[src/rtl/posit_batch_sequencer_pkg.sv]
// posit_seq_pkg: shared FSM state type, default sizes and geometry helpers for the posit batch sequencer
package posit_seq_pkg;
  typedef enum logic [2:0] {IDLE, FETCH, ISSUE, WAIT, WRITE, NEXT, DONE} state_t;
  localparam int DEF_ADDR_W = 12;
  localparam int DEF_NBITS = 32;
  localparam int BYTES_PER_WORD = DEF_NBITS / 8;
  localparam int MAX_PAIRS = 2 ** (DEF_ADDR_W - 3);
  function automatic int bytes_per_word(input int nbits);
    return nbits / 8;
  endfunction
  function automatic int max_pairs(input int addr_w);
    return 2 ** (addr_w - 3);
  endfunction
endpackage

[src/rtl/posit_batch_sequencer_if.sv]
// posit_batch_sequencer_if: operand-memory read port, result-memory write port and posit unit handshake
//   master: sequencer side (drives addresses, strobes, operands, in_valid)
//   slave : memories + posit unit side (drives readdata, in_ready, out_valid, result)
interface posit_batch_sequencer_if #(parameter int ADDR_W = 12, parameter int NBITS = 32);
  logic [ADDR_W-1:0] src_address;
  logic src_chipselect;
  logic src_clken;
  logic src_write;
  logic [7:0] src_writedata;
  logic [7:0] src_readdata;
  logic [ADDR_W-1:0] dst_address;
  logic dst_chipselect;
  logic dst_clken;
  logic dst_write;
  logic [7:0] dst_writedata;
  logic [NBITS-1:0] pu_num1;
  logic [NBITS-1:0] pu_num2;
  logic pu_in_valid;
  logic pu_in_ready;
  logic pu_out_valid;
  logic [NBITS-1:0] pu_result;
  modport master (
    output src_address, src_chipselect, src_clken, src_write, src_writedata,
    input src_readdata,
    output dst_address, dst_chipselect, dst_clken, dst_write, dst_writedata,
    output pu_num1, pu_num2, pu_in_valid,
    input pu_in_ready, pu_out_valid, pu_result
  );
  modport slave (
    input src_address, src_chipselect, src_clken, src_write, src_writedata,
    output src_readdata,
    input dst_address, dst_chipselect, dst_clken, dst_write, dst_writedata,
    input pu_num1, pu_num2, pu_in_valid,
    output pu_in_ready, pu_out_valid, pu_result
  );
endinterface

[src/rtl/posit_batch_sequencer_byte_gather.sv]
// posit_seq_byte_gather: assembles num1/num2 from the little-endian operand byte stream
//   issue   : a read was issued this cycle; its byte returns RD_LAT cycles later
//   rd_data : operand memory read data
//   num1/2  : assembled operands, stable once the last byte is captured
module posit_seq_byte_gather #(parameter int NBITS = 32, parameter int RD_LAT = 1) (
  input logic clk,
  input logic rst,
  input logic issue,
  input logic [7:0] rd_data,
  output logic [NBITS-1:0] num1,
  output logic [NBITS-1:0] num2
);
  logic [RD_LAT-1:0] vld;
  logic [2*NBITS-1:0] lanes;
  // bytes enter at the top and shift down, so after 2W captures the first byte sits in num1[7:0]
  always_ff @(posedge clk or posedge rst)
    if (rst) begin
      vld <= '0;
      lanes <= '0;
    end else begin
      vld <= (vld << 1) | RD_LAT'(issue);
      if (vld[RD_LAT-1]) lanes <= {rd_data, lanes[2*NBITS-1:8]};
    end
  assign {num2, num1} = lanes;
endmodule

[src/rtl/posit_batch_sequencer.sv]
// posit_batch_sequencer: runs the posit unit over a batch of operand pairs in on-chip memory
//   clock/reset : single clock, asynchronous active-high reset
//   start/count : HPS run request (rising edge) and number of pairs
//   busy/completed/err : batch status back to the HPS
//   bus         : operand read port, result write port and posit unit handshake
module posit_batch_sequencer import posit_seq_pkg::*; #(
  parameter int ADDR_W = DEF_ADDR_W,
  parameter int NBITS = DEF_NBITS,
  parameter int RD_LAT = 1
) (
  input logic clock,
  input logic reset,
  input logic start,
  input logic [ADDR_W-3:0] count,
  output logic busy,
  output logic completed,
  output logic err,
  posit_batch_sequencer_if.master bus
);
  localparam int W = bytes_per_word(NBITS);
  localparam int KW = $clog2(2 * W + RD_LAT);
  localparam logic [ADDR_W-3:0] MAXP = (ADDR_W-2)'(max_pairs(ADDR_W));
  state_t state, nxt;
  logic start_q;
  logic [ADDR_W-3:0] cnt_q, idx;
  logic [KW-1:0] k;
  logic [NBITS-1:0] res;
  logic [NBITS-1:0] num1, num2;
  logic trig, bad_count, fetch_issue, last_fetch, last_write, last_pair, wr;
  assign trig = start & ~start_q;
  assign bad_count = count > MAXP;
  assign fetch_issue = state == FETCH && k < KW'(2 * W);
  // FETCH runs RD_LAT extra cycles so the last byte lands before ISSUE
  assign last_fetch = k == KW'(2 * W + RD_LAT - 1);
  assign last_write = k == KW'(W - 1);
  assign last_pair = (idx + (ADDR_W-2)'(1)) == cnt_q;
  assign wr = state == WRITE;
  posit_seq_byte_gather #(.NBITS(NBITS), .RD_LAT(RD_LAT)) u_gather (
    .clk(clock),
    .rst(reset),
    .issue(fetch_issue),
    .rd_data(bus.src_readdata),
    .num1(num1),
    .num2(num2)
  );
  always_ff @(posedge clock or posedge reset)
    if (reset) state <= IDLE;
    else state <= nxt;
  always_comb begin
    nxt = state;
    case (state)
      IDLE: nxt = !trig ? IDLE : (bad_count || count == '0) ? DONE : FETCH;
      FETCH: nxt = last_fetch ? ISSUE : FETCH;
      ISSUE: nxt = bus.pu_in_ready ? WAIT : ISSUE;
      WAIT: nxt = bus.pu_out_valid ? WRITE : WAIT;
      WRITE: nxt = last_write ? NEXT : WRITE;
      NEXT: nxt = last_pair ? DONE : FETCH;
      DONE: nxt = start ? DONE : IDLE;
      default: nxt = IDLE;
    endcase
  end
  always_comb begin
    bus.src_address = fetch_issue ? ADDR_W'(idx) * ADDR_W'(2 * W) + ADDR_W'(k) : '0;
    bus.src_chipselect = fetch_issue;
    bus.src_clken = fetch_issue;
    bus.src_write = 1'b0;
    bus.src_writedata = '0;
    bus.dst_address = wr ? ADDR_W'(idx) * ADDR_W'(W) + ADDR_W'(k) : '0;
    bus.dst_writedata = wr ? 8'(res >> {k, 3'b000}) : '0;
    bus.dst_write = wr;
    bus.dst_chipselect = wr;
    bus.dst_clken = wr;
    bus.pu_num1 = num1;
    bus.pu_num2 = num2;
    bus.pu_in_valid = state == ISSUE;
  end
  always_ff @(posedge clock or posedge reset)
    if (reset) begin
      start_q <= 1'b0;
      cnt_q <= '0;
      idx <= '0;
      k <= '0;
      res <= '0;
      busy <= 1'b0;
      completed <= 1'b0;
      err <= 1'b0;
    end else begin
      start_q <= start;
      k <= (nxt == state && (state == FETCH || state == WRITE)) ? k + KW'(1) : '0;
      if (state == IDLE && trig) begin
        cnt_q <= count;
        idx <= '0;
        err <= bad_count;
      end
      if (state == NEXT && nxt == FETCH) idx <= idx + (ADDR_W-2)'(1);
      if (state == WAIT && bus.pu_out_valid) res <= bus.pu_result;
      busy <= nxt != IDLE && nxt != DONE;
      // completed and err drop on the same edge that leaves DONE
      completed <= state == DONE && start;
      if (state == DONE && !start) err <= 1'b0;
    end
endmodule

[src/flat_wrapper.sv]
// flat-port wrapper written by rule: the top's interface ports become plain ports
module posit_batch_sequencer_flat import posit_seq_pkg::*;
#(
  parameter int ADDR_W = DEF_ADDR_W,
  parameter int NBITS = DEF_NBITS,
  parameter int RD_LAT = 1
)
  (clock, reset, start, count, busy, completed, err, bus_src_address, bus_src_chipselect, bus_src_clken, bus_src_write, bus_src_writedata, bus_src_readdata, bus_dst_address, bus_dst_chipselect, bus_dst_clken, bus_dst_write, bus_dst_writedata, bus_pu_num1, bus_pu_num2, bus_pu_in_valid, bus_pu_in_ready, bus_pu_out_valid, bus_pu_result);
  posit_batch_sequencer_if #(.ADDR_W(ADDR_W), .NBITS(NBITS)) bus_i ();
  input logic clock;
  input logic reset;
  input logic start;
  input logic [ADDR_W-3:0] count;
  output logic busy;
  output logic completed;
  output logic err;
  output wire logic [$bits(bus_i.src_address)-1:0] bus_src_address;
  output wire logic [$bits(bus_i.src_chipselect)-1:0] bus_src_chipselect;
  output wire logic [$bits(bus_i.src_clken)-1:0] bus_src_clken;
  output wire logic [$bits(bus_i.src_write)-1:0] bus_src_write;
  output wire logic [$bits(bus_i.src_writedata)-1:0] bus_src_writedata;
  input wire logic [$bits(bus_i.src_readdata)-1:0] bus_src_readdata;
  output wire logic [$bits(bus_i.dst_address)-1:0] bus_dst_address;
  output wire logic [$bits(bus_i.dst_chipselect)-1:0] bus_dst_chipselect;
  output wire logic [$bits(bus_i.dst_clken)-1:0] bus_dst_clken;
  output wire logic [$bits(bus_i.dst_write)-1:0] bus_dst_write;
  output wire logic [$bits(bus_i.dst_writedata)-1:0] bus_dst_writedata;
  output wire logic [$bits(bus_i.pu_num1)-1:0] bus_pu_num1;
  output wire logic [$bits(bus_i.pu_num2)-1:0] bus_pu_num2;
  output wire logic [$bits(bus_i.pu_in_valid)-1:0] bus_pu_in_valid;
  input wire logic [$bits(bus_i.pu_in_ready)-1:0] bus_pu_in_ready;
  input wire logic [$bits(bus_i.pu_out_valid)-1:0] bus_pu_out_valid;
  input wire logic [$bits(bus_i.pu_result)-1:0] bus_pu_result;
  assign bus_src_address = bus_i.src_address;
  assign bus_src_chipselect = bus_i.src_chipselect;
  assign bus_src_clken = bus_i.src_clken;
  assign bus_src_write = bus_i.src_write;
  assign bus_src_writedata = bus_i.src_writedata;
  assign bus_i.src_readdata = bus_src_readdata;
  assign bus_dst_address = bus_i.dst_address;
  assign bus_dst_chipselect = bus_i.dst_chipselect;
  assign bus_dst_clken = bus_i.dst_clken;
  assign bus_dst_write = bus_i.dst_write;
  assign bus_dst_writedata = bus_i.dst_writedata;
  assign bus_pu_num1 = bus_i.pu_num1;
  assign bus_pu_num2 = bus_i.pu_num2;
  assign bus_pu_in_valid = bus_i.pu_in_valid;
  assign bus_i.pu_in_ready = bus_pu_in_ready;
  assign bus_i.pu_out_valid = bus_pu_out_valid;
  assign bus_i.pu_result = bus_pu_result;
  posit_batch_sequencer #(.ADDR_W(ADDR_W), .NBITS(NBITS), .RD_LAT(RD_LAT)) u_core (.clock(clock), .reset(reset), .start(start), .count(count), .busy(busy), .completed(completed), .err(err), .bus(bus_i));
endmodule
[config.mk]
export PLATFORM = sky130hd
export DESIGN_NAME = posit_batch_sequencer_flat
export DESIGN_NICKNAME = d
export VERILOG_FILES = /design/src/rtl/posit_batch_sequencer_pkg.sv /design/src/rtl/posit_batch_sequencer_if.sv /design/src/rtl/posit_batch_sequencer_byte_gather.sv /design/src/rtl/posit_batch_sequencer.sv /design/src/flat_wrapper.sv
export SDC_FILE = /design/constraint.sdc
export NUM_CORES = 1
export LEC_CHECK = 0
export CORE_ASPECT_RATIO = 0.7
export CORE_UTILIZATION = 54
export CTS_BUF_LIST = sky130_fd_sc_hd__clkbuf_2 sky130_fd_sc_hd__clkbuf_4 sky130_fd_sc_hd__clkbuf_8
export CTS_CLUSTER_SIZE = 24
export DETAILED_ROUTE_END_ITERATION = 7
export GPL_ROUTABILITY_DRIVEN = 0
export PLACE_DENSITY = 0.93
export SYNTH_ARGS = -nofsm -noshare
export SYNTH_HDL_FRONTEND = slang
export SYNTH_SLANG_ARGS = --single-unit
[constraint.sdc]
create_clock -name clock -period 12.93 [get_ports clock]
set_input_delay 2.586 -clock clock [delete_from_list [all_inputs] [get_ports clock]]
set_output_delay 2.586 -clock clock [all_outputs]
set_load 0.02 [all_outputs]
==> metrics <==
total CTS buffers=17; post-synthesis compound-gate area fraction=5.74%; final net count=725; max cap viols=0; Yosys Warn Count=0; Synth async-reset ratio=100%; Synth cell types=59; Clock Path Buffers=2; routed len/inst=17.6 µm; Post-Synth Simple-Gate Area=11.6%; die span in x=130 µm; RR Endpoint=u_core.idx[5]; Initial DRT Pass Iterations=5; Synth area leader=dfrtp_1; most frequent cells after synthesis=dfrtp_1, mux2_2, nand2_1, nor2_1, clkbuf_1; H-Tree Depth=4; Synth top area share=51.7%; Iter 0 DRT Violations=253; Setup TNS=0 ns; largest net degree at the start of global routing=79; syn_area_per_cell=12.1 µm²; clock tree from TritonCTS=done; area delta synth->final=32.1%; Die Y=91.6 µm; area share of fa/ha/maj cells after synthesis=1.74%; worst r2r src=u_core.idx[1]; grt ovf=0; most numerous cell in the Yosys netlist=dfrtp_1; hold path startpoint=u_core.res[31]; mux contribution to synthesized area=21.0%; unrepaired setup endpoints after global routing=no; Worst R2R Path Depth=7; DR DRC count=0; worst hold stages=1; period utilization=46.5%; sequential fraction of the synthesis area=51.7%; Post-CTS Setup Bufs=0; mapped cell area=6190 µm²; Ant. Diodes=0; CP Max Fanout=13; port bufs=159; first-pass GRT wire length=23400 µm; # clock sinks=128; Fin. Hold Viols=0; crit path kind=flop to primary output; Setup Skew=0.00684 ns; CTS clk-pin slew, worst paths=0.08 ns; via density per instance=5.53; vias=4576; io pins=169; Worst setup SP type=flop; reg-to-reg setup timing slack=10.07 ns; Post-DRT Antenna Nets=0; clk root buf=clkbuf_8; Slew headroom=22.2%; die area=11900 µm²; top post-synthesis cells by area=dfrtp_1, mux2_2, mux4_2; post-cts resize count=0; antenna violations before repair=0; xor/xnor cell area share of the yosys netlist=3.68%; Finish-stage setup viols=0; Clock Latency Late Sink=0.43 ns; WL final=14600 µm; Min-Delay Path Class=flop to flop; Static Leakage=3.42 nW; Cells after Synth=513; DP HPWL=10500 µm; PwrDens=242 nW/µm²; Pwr Total=1.97 mW; Post-synth EDFFs=0; Worst-Margin Slew=1.16 ns; CTS Hold Bufs=0; layout cells sized above 1=22.5%; combinational family with the most area after synthesis=multiplexers; minimum clock period=6.02 ns; Max IR drop VDD=0.122 mV; CP Data Required Time=10.34 ns; Max Freq=166 MHz; total track usage=26.1%; worst path arrival time=3.43 ns; vias in the first global route=4659; hold path endpoint=u_core.res[31]; row count=32; Worst setup EP type=primary output; max-slew violation count=0; hold_ws=0.505 ns; initial core utilization=55.8%; status=complete, no violations; post-synthesis register bit count=128; Main synth FF type=dfrtp_1; Core Box Area=11100 µm²
[layer usage]
metal  global-route usage (%)  vias to the layer above  share of wire (%)
li1                         -                     2076                  -
met1                     34.1                     2257                 42
met2                     41.2                      215                 48
met3                     7.84                       28                8.3
met4                     9.11                        0                1.6
met5                        0                        -                  0
[registers in the layout, indices dropped and copies added (netlist names)]
signal	cells
u_core.res	32
u_core.idx	10
u_core.state	3
u_core.k	4
u_core.busy	1
u_core.start_q	1
u_core.cnt_q	10
u_core.u_gather.lanes	64
u_core.u_gather.vld	1
u_core.completed	1
u_core.err	1
[cell families (layout without fill, tap and decap cells)]
logic type	Yosys count	after routing
adder cells (fa/ha/maj)	8	8
AO/OA/AOI/OAI	47	47
multiplexers	108	108
buffers and inverters	52	206
AND/OR/NAND/NOR	143	143
XOR/XNOR	26	26
flip-flops	128	128
other	1	9
[critical path, stage by stage, from the launching register on]
cell             delay, ns
dfrtp_1               0.54
nor2b_1               0.26
nand2b_1              0.34
nor3_1                0.99
and2_1                0.26
clkdlybuf4s50_1       0.62
[final cells by class]
cell class	count	area, µm²
tap	153	191
sequential	128	3200
fill	761	2910
clock inverter	13	115
inverter	11	43.8
timing repair buffer	163	1620
clock buffer	19	255
multi-input combinational	341	2750
[power breakdown]
| part | leakage, nW | switching (mW) | internal, mW |
|---|---|---|---|
| sequential | 1.57 | 0.162 | 0.586 |
| combinational | 1.67 | 0.421 | 0.489 |
| clock | 0.181 | 0.158 | 0.159 |
[worst max-delay path by stage]
stage                           endpoint            start
CTS                 bus_dst_writedata[4]  u_core.state[0]
global route        bus_dst_writedata[4]  u_core.state[0]
floorplan                    u_core.busy            reset
detailed placement  bus_dst_writedata[4]  u_core.state[0]
global placement    bus_dst_writedata[6]  u_core.state[0]
finish              bus_dst_writedata[4]  u_core.state[2]
[placed cells by master (no fill, tap or decap), types with 3 or more instances in the layout]
| master | instances |
|---|---|
| and2_1 | 14 |
| clkdlybuf4s50_1 | 159 |
| nand3_1 | 10 |
| mux4_2 | 8 |
| nand4_1 | 3 |
| mux2i_1 | 4 |
| buf_4 | 4 |
| nor3_1 | 4 |
| conb_1 | 9 |
| mux2_2 | 96 |
| nor2_1 | 31 |
| ha_1 | 7 |
| clkinv_2 | 4 |
| and3_1 | 3 |
| dfrtp_1 | 127 |
| clkinv_4 | 3 |
| nand2b_1 | 7 |
| nor3b_1 | 3 |
| nand2_1 | 46 |
| a31o_1 | 7 |
| xor2_1 | 13 |
| clkbuf_8 | 18 |
| a21oi_1 | 6 |
| a211oi_1 | 7 |
| xnor2_1 | 13 |
| or3_1 | 9 |
| clkinvlp_4 | 4 |
| inv_1 | 10 |
| o21ai_0 | 8 |
[through the flow]
step                worst slack, ns  area [µm²]  util, %  std cells
floorplan                      6.93        6220        -        521
global placement               7.57        7810     70.4        796
detailed placement             7.36        7810     70.4        796
CTS                            6.88        8180     73.7        828
global route                   6.60        8180     73.7        828
finish                         6.91        8180     73.7        828
No activity file was read; power rests on OpenSTA's default activity.
